[src/rtl/prog_loader.sv]
// Byte-stream program loader: assembles little-endian words, writes them to mem, then starts the CPU.
// Optional build macro CHECKSUM_EN adds a trailing checksum word verified against the sum of DATA words.
module prog_loader #(
  parameter logic [31:0] BASE_ADDR = 32'h0000_0000,
  parameter logic [15:0] CAPACITY  = 16'hffff
) (
  input  logic        clk,
  input  logic        reset,
  input  logic [7:0]  in_data,
  input  logic        in_valid,
  output logic        in_ready,
  output logic [31:0] address,
  output logic [31:0] memIn,
  output logic        write,
  output logic        read,
  output logic        INT,
  output logic [31:0] entryPoint,
  output logic        busy,
  output logic        err
);

  typedef enum logic [3:0] {
    S_IDLE  = 4'd0,
    S_HDR_E = 4'd1,
    S_HDR_N = 4'd2,
    S_DATA  = 4'd3,
    S_WR    = 4'd4,
`ifdef CHECKSUM_EN
    S_CSUM  = 4'd8,
`endif
    S_START = 4'd5,
    S_DONE  = 4'd6,
    S_ERR   = 4'd7
  } state_t;

`ifdef CHECKSUM_EN
  localparam state_t S_TAIL = S_CSUM;
`else
  localparam state_t S_TAIL = S_START;
`endif

  state_t      state_q, state_d;
  logic [1:0]  cnt_q, cnt_d;
  logic [23:0] word_q, word_d;
  logic [31:0] n_q, n_d;
  logic [31:0] address_q, address_d;
  logic [31:0] mem_in_q, mem_in_d;
  logic [31:0] entry_q, entry_d;
  logic        in_ready_q, in_ready_d;
  logic        write_q, write_d;
  logic        int_q, int_d;
  logic        busy_q, busy_d;
  logic        err_q, err_d;
`ifdef CHECKSUM_EN
  logic [31:0] sum_q, sum_d;
`endif

  logic        xfer_s;
  logic        last_byte_s;
  logic [31:0] full_word_s;

  assign xfer_s      = in_valid & in_ready_q;
  assign last_byte_s = xfer_s & (cnt_q == 2'd3);
  assign full_word_s = {in_data, word_q};

  // Next-state, byte assembly and registered-output decode
  always_comb begin
    state_d   = state_q;
    cnt_d     = cnt_q;
    word_d    = word_q;
    n_d       = n_q;
    address_d = address_q;
    mem_in_d  = mem_in_q;
    entry_d   = entry_q;
    err_d     = err_q;
`ifdef CHECKSUM_EN
    sum_d     = sum_q;
`endif

    if (xfer_s) begin
      cnt_d = cnt_q + 2'd1;
      case (cnt_q)
        2'd0:    word_d[7:0]   = in_data;
        2'd1:    word_d[15:8]  = in_data;
        2'd2:    word_d[23:16] = in_data;
        default: word_d        = word_q;
      endcase
    end else begin
      cnt_d = cnt_q;
    end

    case (state_q)
      S_IDLE: begin
        if (xfer_s) state_d = S_HDR_E;
        else        state_d = S_IDLE;
      end
      S_HDR_E: begin
        if (last_byte_s) begin
          entry_d = full_word_s;
          state_d = S_HDR_N;
        end else begin
          state_d = S_HDR_E;
        end
      end
      S_HDR_N: begin
        if (last_byte_s) begin
          n_d     = full_word_s;
          state_d = (full_word_s == 32'd0) ? S_TAIL : S_DATA;
        end else begin
          state_d = S_HDR_N;
        end
      end
      S_DATA: begin
        // Bounds are checked before the write is committed, so an overflow never reaches mem
        if (last_byte_s) begin
          if (address_q > {16'h0000, CAPACITY}) begin
            err_d   = 1'b1;
            state_d = S_ERR;
          end else begin
            mem_in_d = full_word_s;
`ifdef CHECKSUM_EN
            sum_d    = sum_q + full_word_s;
`endif
            state_d  = S_WR;
          end
        end else begin
          state_d = S_DATA;
        end
      end
      S_WR: begin
        address_d = address_q + 32'd4;
        n_d       = n_q - 32'd1;
        state_d   = (n_q == 32'd1) ? S_TAIL : S_DATA;
      end
`ifdef CHECKSUM_EN
      S_CSUM: begin
        if (last_byte_s) begin
          if (full_word_s == sum_q) begin
            state_d = S_START;
          end else begin
            err_d   = 1'b1;
            state_d = S_ERR;
          end
        end else begin
          state_d = S_CSUM;
        end
      end
`endif
      S_START: state_d = S_DONE;
      S_DONE:  state_d = S_DONE;
      S_ERR:   state_d = S_ERR;
      default: state_d = S_ERR;
    endcase

    in_ready_d = (state_d == S_IDLE) || (state_d == S_HDR_E) ||
                 (state_d == S_HDR_N) || (state_d == S_DATA);
`ifdef CHECKSUM_EN
    in_ready_d = in_ready_d || (state_d == S_CSUM);
`endif
    write_d = (state_d == S_WR);
    int_d   = (state_d == S_START);
    busy_d  = (state_d != S_IDLE) && (state_d != S_DONE);
  end

  // State and output registers with synchronous reset
  always_ff @(posedge clk) begin
    if (reset) begin
      state_q    <= S_IDLE;
      cnt_q      <= 2'd0;
      word_q     <= 24'd0;
      n_q        <= 32'd0;
      address_q  <= BASE_ADDR;
      mem_in_q   <= 32'd0;
      entry_q    <= 32'd0;
      in_ready_q <= 1'b0;
      write_q    <= 1'b0;
      int_q      <= 1'b0;
      busy_q     <= 1'b0;
      err_q      <= 1'b0;
`ifdef CHECKSUM_EN
      sum_q      <= 32'd0;
`endif
    end else begin
      state_q    <= state_d;
      cnt_q      <= cnt_d;
      word_q     <= word_d;
      n_q        <= n_d;
      address_q  <= address_d;
      mem_in_q   <= mem_in_d;
      entry_q    <= entry_d;
      in_ready_q <= in_ready_d;
      write_q    <= write_d;
      int_q      <= int_d;
      busy_q     <= busy_d;
      err_q      <= err_d;
`ifdef CHECKSUM_EN
      sum_q      <= sum_d;
`endif
    end
  end

  assign in_ready   = in_ready_q;
  assign address    = address_q;
  assign memIn      = mem_in_q;
  assign write      = write_q;
  assign read       = 1'b0;
  assign INT        = int_q;
  assign entryPoint = entry_q;
  assign busy       = busy_q;
  assign err        = err_q;

endmodule
[config.mk]
export PLATFORM = sky130hd
export DESIGN_NAME = prog_loader
export DESIGN_NICKNAME = d
export VERILOG_FILES = /design/src/rtl/prog_loader.sv
export SDC_FILE = /design/constraint.sdc
export NUM_CORES = 1
export LEC_CHECK = 0
export CAP_MARGIN = 0
export CORE_ASPECT_RATIO = 1.25
export CORE_MARGIN = 3
export CORE_UTILIZATION = 35
export DETAILED_ROUTE_END_ITERATION = 8
export SLEW_MARGIN = 20
export SYNTH_ARGS = -nofsm -noshare
export SYNTH_HDL_FRONTEND = slang
export SYNTH_SLANG_ARGS = --single-unit
[constraint.sdc]
create_clock -name clk -period 2.1 [get_ports clk]
set_input_delay 0.525 -clock clk [delete_from_list [all_inputs] [get_ports clk]]
set_output_delay 0.525 -clock clk [all_outputs]
set_load 0.05 [all_outputs]
==> reports/results.ini, run 1 <==
[floorplan]
pin_count = 113
die_h_um = 160
die_width_um = 129
floorplan.rows = 55
coreArea_um2 = 18300
start_util_pct = 36.1
dieArea_um2 = 20600

[worst_setup_path]
crit_required_ps = 2440
endpoint_kind = register
path_class = register to register
crit_arrival_ps = 2670
worstSetupStartpointType = register
cp_max_fo = 5

[route]
wl_per_cell_um = 16.7
drc = 0
finalWirelength_um = 20600
drt-pass1-iter-count = 6
antenna_left = 0
drt_iter0_drc = 524
vias = 6472
viasPerCell = 5.24

[clock_tree]
clk_pin_slew_ps = 60
clock_sinks = 160
clock_latency_ps = 430
htree_num_levels = 4
cts_hold_buffers = 0
cts-buffers-inserted = 17
cts_tree = built
cts_root_buffer = clkbuf_16
clockBufferDepth = 2

[hold_path]
hold_path.class = register to register

[synth]
syn-cell-area_um2 = 6610
avgSynthCellArea_um2 = 7.94
synth_seq_cells = 160
postSynth.asyncResetShare_pct = 0
synthCells = 833
synthTopCellsByCount = nand2_1 (195), dfxtp_1 (160), a21oi_1 (119)
synthMostInstantiatedCell = nand2_1
synth-edff-count = 0
synthTopCellsByArea = dfxtp_1 (48%), nand2_1 (11%), a21oi_1 (9.0%)
ys_seq_area_share_pct = 48.4
ys_warn_count = 0
synthFlopType = dfxtp_1
yosysTopAreaCell = dfxtp_1
synth_top_area_share_pct = 48.4
synthDistinctLibCells = 47

[cells_and_area]
area_delta_synth_final_pct = 39.0
stdcell_count = 1235
n_antenna_cell = 0
drive_above_1_share_pct = 16.9
fin_area_um2 = 9190
nets = 1013

[power]
vdd_drop_max_v = 0.000537
combinationalPowerShare_pct = 4.2
pwr-share-seq_pct = 47.2
p_switching_w = 0.00143
leakage_nw = 3.98
p_per_area_nw_per_um2 = 708
p_int_w = 0.00508
swShare_pct = 22.0
p_clk_share_pct = 48.6

[global_routing]
grt-ovfl-total = 0
antenna_found_initial = 0
grt_max_degree = 48
grt_pass1_vias = 6140
grt_pass1_wl_um = 32800
grt_use_total_pct = 19.9

[timing]
fin_crit_sh_pct = 111
fin_crit_ps = 2320
slew_violations = 0
hold_viol = 0
finalSetupViolCount = 14
maxSlewHeadroom_pct = 63.0
rsz0062_at_grt = true
tightest_slew_ps = 554
finalSetupTns_ps = -1920
fin_skew_ps = 10.1
whs_ps = 449
fmax_mhz = 430
setup_ws_ps = -224

[placed_design]
dp_hpwl_um = 14300
dpl_worst_slack_ps = -453
place_area_um2 = 8450
gp_congestion = 0.814
dp_cells = 1201
io_buffers = 109

[status]
violations = negative setup slack
outcome = finished, violations left

[job]
cap_viol_max_count = 0

## stage by stage
step / power, W / utilization (%)
floorplan: 0.00327 / -
global placement: 0.00341 / 46.2
detailed placement: 0.00341 / 46.2
CTS: 0.00656 / 49.4
global route: 0.00667 / 50.2
finish: 0.00651 / 50.2
## critical path, cell delays in order, from the launching register on
cell and delay [ps]:
dfxtp_2 320, or4_4 530, or4_4 550, or3_4 390
or3_1 310, a31oi_1 140
## flip-flops by register name, indices dropped and copies added, names as in the netlist, 2 cells and up
register / flops
address: 30
word_q: 24
state_q: 3
cnt_q: 2
memIn: 32
n_q: 32
entryPoint: 32
## cell usage in the layout (no fill, tap or decap), types with 3 or more instances in the layout
cell,count
nand3_1,49
a31oi_1,16
xor2_1,14
nor2_1,49
buf_4,100
o21ai_0,12
or2_2,5
nor2_2,4
nor3_2,4
nor2b_1,4
nand4_1,11
o211ai_1,10
ha_1,6
dlygate4sd2_1,45
dfxtp_1,158
and3_1,7
clkbuf_8,6
and4_1,5
conb_1,3
dlymetal6s2s_1,26
nor4_1,17
clkdlybuf4s50_1,14
a21oi_1,119
clkbuf_16,17
inv_1,9
a211oi_1,3
o311ai_0,4
xnor2_1,11
buf_12,8
nor3_1,15
and2_1,4
nand2_1,194
nand2b_1,5
clkinvlp_4,3
or3_1,12
## area by class of cell
| cell class | instances | area [µm²] |
|---|---|---|
| Fill cell | 1798 | 9120 |
| Clock buffer | 23 | 508 |
| Clock inverter | 8 | 101 |
| Timing Repair Buffer | 194 | 1780 |
| Tap cell | 228 | 285 |
| Sequential cell | 160 | 3210 |
| Multi-Input combinational cell | 613 | 3270 |
| Inverter | 9 | 33.8 |
## layer usage
metal	track usage [%]	wire [µm]
met1	25.5	8870
met2	33.3	10200
met3	4.52	1280
met4	5.64	303
met5	0	0
## path summary, 6_finish.rpt
| path | from | to | slack (ps) | cells after the start |
|---|---|---|---|---|
| setup / recovery | n_q[15] | n_q[31] | -220 | 5 |
| hold / removal | entryPoint[24] | entryPoint[24] | 450 | 2 |
| setup reg to reg | n_q[15] | n_q[31] | -220 | 5 |
| hold reg to reg | entryPoint[24] | entryPoint[24] | 450 | 2 |
## power groups by stage
| stage | registers [W] | logic [W] | clock network, W |
|---|---|---|---|
| 6_report | 0.00307 | 0.000270 | 0.00316 |
| 5_1_grt | 0.00307 | 0.000290 | 0.00331 |
| 4_1_cts | 0.00307 | 0.000268 | 0.00322 |
| 3_5_place_dp | 0.00314 | 0.000267 | 0 |
| 3_3_place_gp | 0.00314 | 0.000268 | 0 |
| 2_1_floorplan | 0.00314 | 0.000125 | 0 |
## kinds of logic (layout without fill, tap and decap cells)
group	after synthesis	in the layout	share of synthesized area [%]
xor+xnor	25	25	3.31
simple gates	400	400	27.8
flops	160	160	48.4
other cells	1	3	0.0567
mux	2	2	0.303
buf+inv	62	234	3.77
fa+ha+maj	7	7	1.32
compound gates	176	176	15.0
## what timing repair did
item                                    in CTS  in global routing
resized for setup                           51                 40
pin swaps                                    4                  4
hold endpoints to repair                     0                  0
cloned                                       0                  0
endpoints found under the setup margin      59                 47
buffers inserted                             1                  2
No activity file was read; power rests on OpenSTA's default activity.
==> inputs of run 2 (changes only) <==
CORE_UTILIZATION = 53   (was 35)
PLACE_DENSITY = 0.8   (was not set)
clock period = 2.2 ns   (was 2.1 ns; I/O delays follow)
==> run 2 against run 1 <==
  * The flow still finishes with violations (negative setup slack)
  * Combinational power decreased by 4%
  * Hold slack improved by 4.3 ps
  * Highest routed layer unchanged
  * Sequential power decreased by 4%
  * Non-clock buffer count decreased by 14
  * Largest power group is now sequential cells
  * Global-route usage increased by 8.6 points
==> reports/results.ini, run 2 (synthesis gave the netlist of run 1 again) <==
[timing]
rsz0062_at_grt = true
fmax_mhz = 430
setup_ws_ps = -126
slew_violations = 0
fin_crit_ps = 2330
tightest_slew_ps = 709
maxSlewHeadroom_pct = 52.3
fin_skew_ps = 9.03
finalSetupTns_ps = -747
finalSetupViolCount = 11
whs_ps = 453
hold_viol = 0
fin_crit_sh_pct = 106

[hold_path]
hold-path-cell-count = 2
hp-start = entryPoint[0]
worstHoldEndpoint = entryPoint[0]
hold_path.class = register to register

[floorplan]
coreArea_um2 = 12200
die_width_um = 106
dieArea_um2 = 13900
floorplan.rows = 45
die_h_um = 131
start_util_pct = 54.4
pin_count = 113

[worst_setup_path]
worstSetupStartpointType = register
endpoint_kind = register
regToRegEndpoint = INT
cp_max_fo = 4
crit_arrival_ps = 2690
crit_required_ps = 2560
startpoint = n_q[15]
r2r_slack_ps = -130
rr_worst_depth = 6
path_class = register to register
worstReg2RegStart = n_q[15]

[cells_and_area]
layout_common_cells = nand2_1 (194), dfxtp_1 (157), a21oi_1 (119), clkdlybuf4s50_1 (80), buf_4 (66)
nets = 999
fin_util_pct = 73.6
n_antenna_cell = 0
fin_area_um2 = 8950
layout_commonest_cell = nand2_1
area_delta_synth_final_pct = 35.4
drive_above_1_share_pct = 13.2

[clock_tree]
htree_num_levels = 4
clockBufferDepth = 2
cts_tree = built
cts_root_buffer = clkbuf_16
clk_pin_slew_ps = 60
cts-buffers-inserted = 17
clock_latency_ps = 430
clock_sinks = 160

[placed_design]
dp_hpwl_um = 13300
place_area_um2 = 8290
gp_congestion = 0.949
io_buffers = 109

[global_routing]
grt_pass1_wl_um = 31100
grt_use_total_pct = 28.5
antenna_found_initial = 0
grt-ovfl-total = 0
grt_max_degree = 48
grt_pass1_vias = 6121

[route]
drt_iter0_drc = 530
viasPerCell = 5.67
finalWirelength_um = 19600
drt-pass1-iter-count = 5
wl_per_cell_um = 16.9
vias = 6557
antenna_left = 0
drc = 0

[power]
leakage_nw = 3.32
p_per_area_nw_per_um2 = 671
vdd_drop_max_v = 0.000441
power.total_w = 0.00601

[status]
violations = negative setup slack
outcome = finished, violations left

[job]
cap_viol_max_count = 0

run 2: worst max-delay path, stage by stage (launching register included):
cell	delay (ps)
dfxtp_2	320
or4_4	520
or4_4	550
o31ai_4	280
o2111ai_4	180
nor3_2	220
nor2b_2	180
run 2: how the worst max path moves through the flow:
stage / cells past startpoint / end
after floorplan: 5 / n_q[31]
after global placement: 8 / INT
after detailed placement: 7 / INT
after CTS: 5 / n_q[31]
after global routing: 6 / INT
final: 6 / INT
run 2: final cells by class:
| cell class | instances | area [µm²] |
|---|---|---|
| multi-input cells | 613 | 3260 |
| flip-flops and latches | 160 | 3210 |
| fillers | 944 | 3210 |
| repair buffers | 180 | 1690 |
| clock buffers | 18 | 429 |
| well taps | 164 | 205 |
| clock inverters | 13 | 129 |
| inverters | 9 | 33.8 |
run 2: metrics by stage:
step	std cells	worst slack, ps
3_3_place_gp	1123	-230
6_report	1157	-126
5_1_grt	1157	-212
2_1_floorplan	835	-48.5
3_5_place_dp	1123	-337
4_1_cts	1155	-89.6
run 2: report_power, final:
group / total (W) / internal [W] / switching (W)
Combinational: 0.000258 / 0.0000871 / 0.000171
Sequential: 0.00294 / 0.00291 / 0.0000215
Clock: 0.00281 / 0.00157 / 0.00124
run 2: timing repair:
| item | 4_1_cts | 5_1_grt |
|---|---|---|
| cloned | 0 | 0 |
| hold buffers | 0 | 0 |
| pin swaps | 2 | 7 |
| setup buffers | 1 | 2 |
| setup endpoints to repair | 31 | 21 |
| resized for setup | 25 | 23 |
run 2: routing by layer:
metal	global-route usage (%)	routed length, µm	vias up
li1	-	-	3190
met1	34.0	7680	3034
met2	47.7	9530	275
met3	7.27	1590	58
met4	15.1	789	0
met5	0	0	-
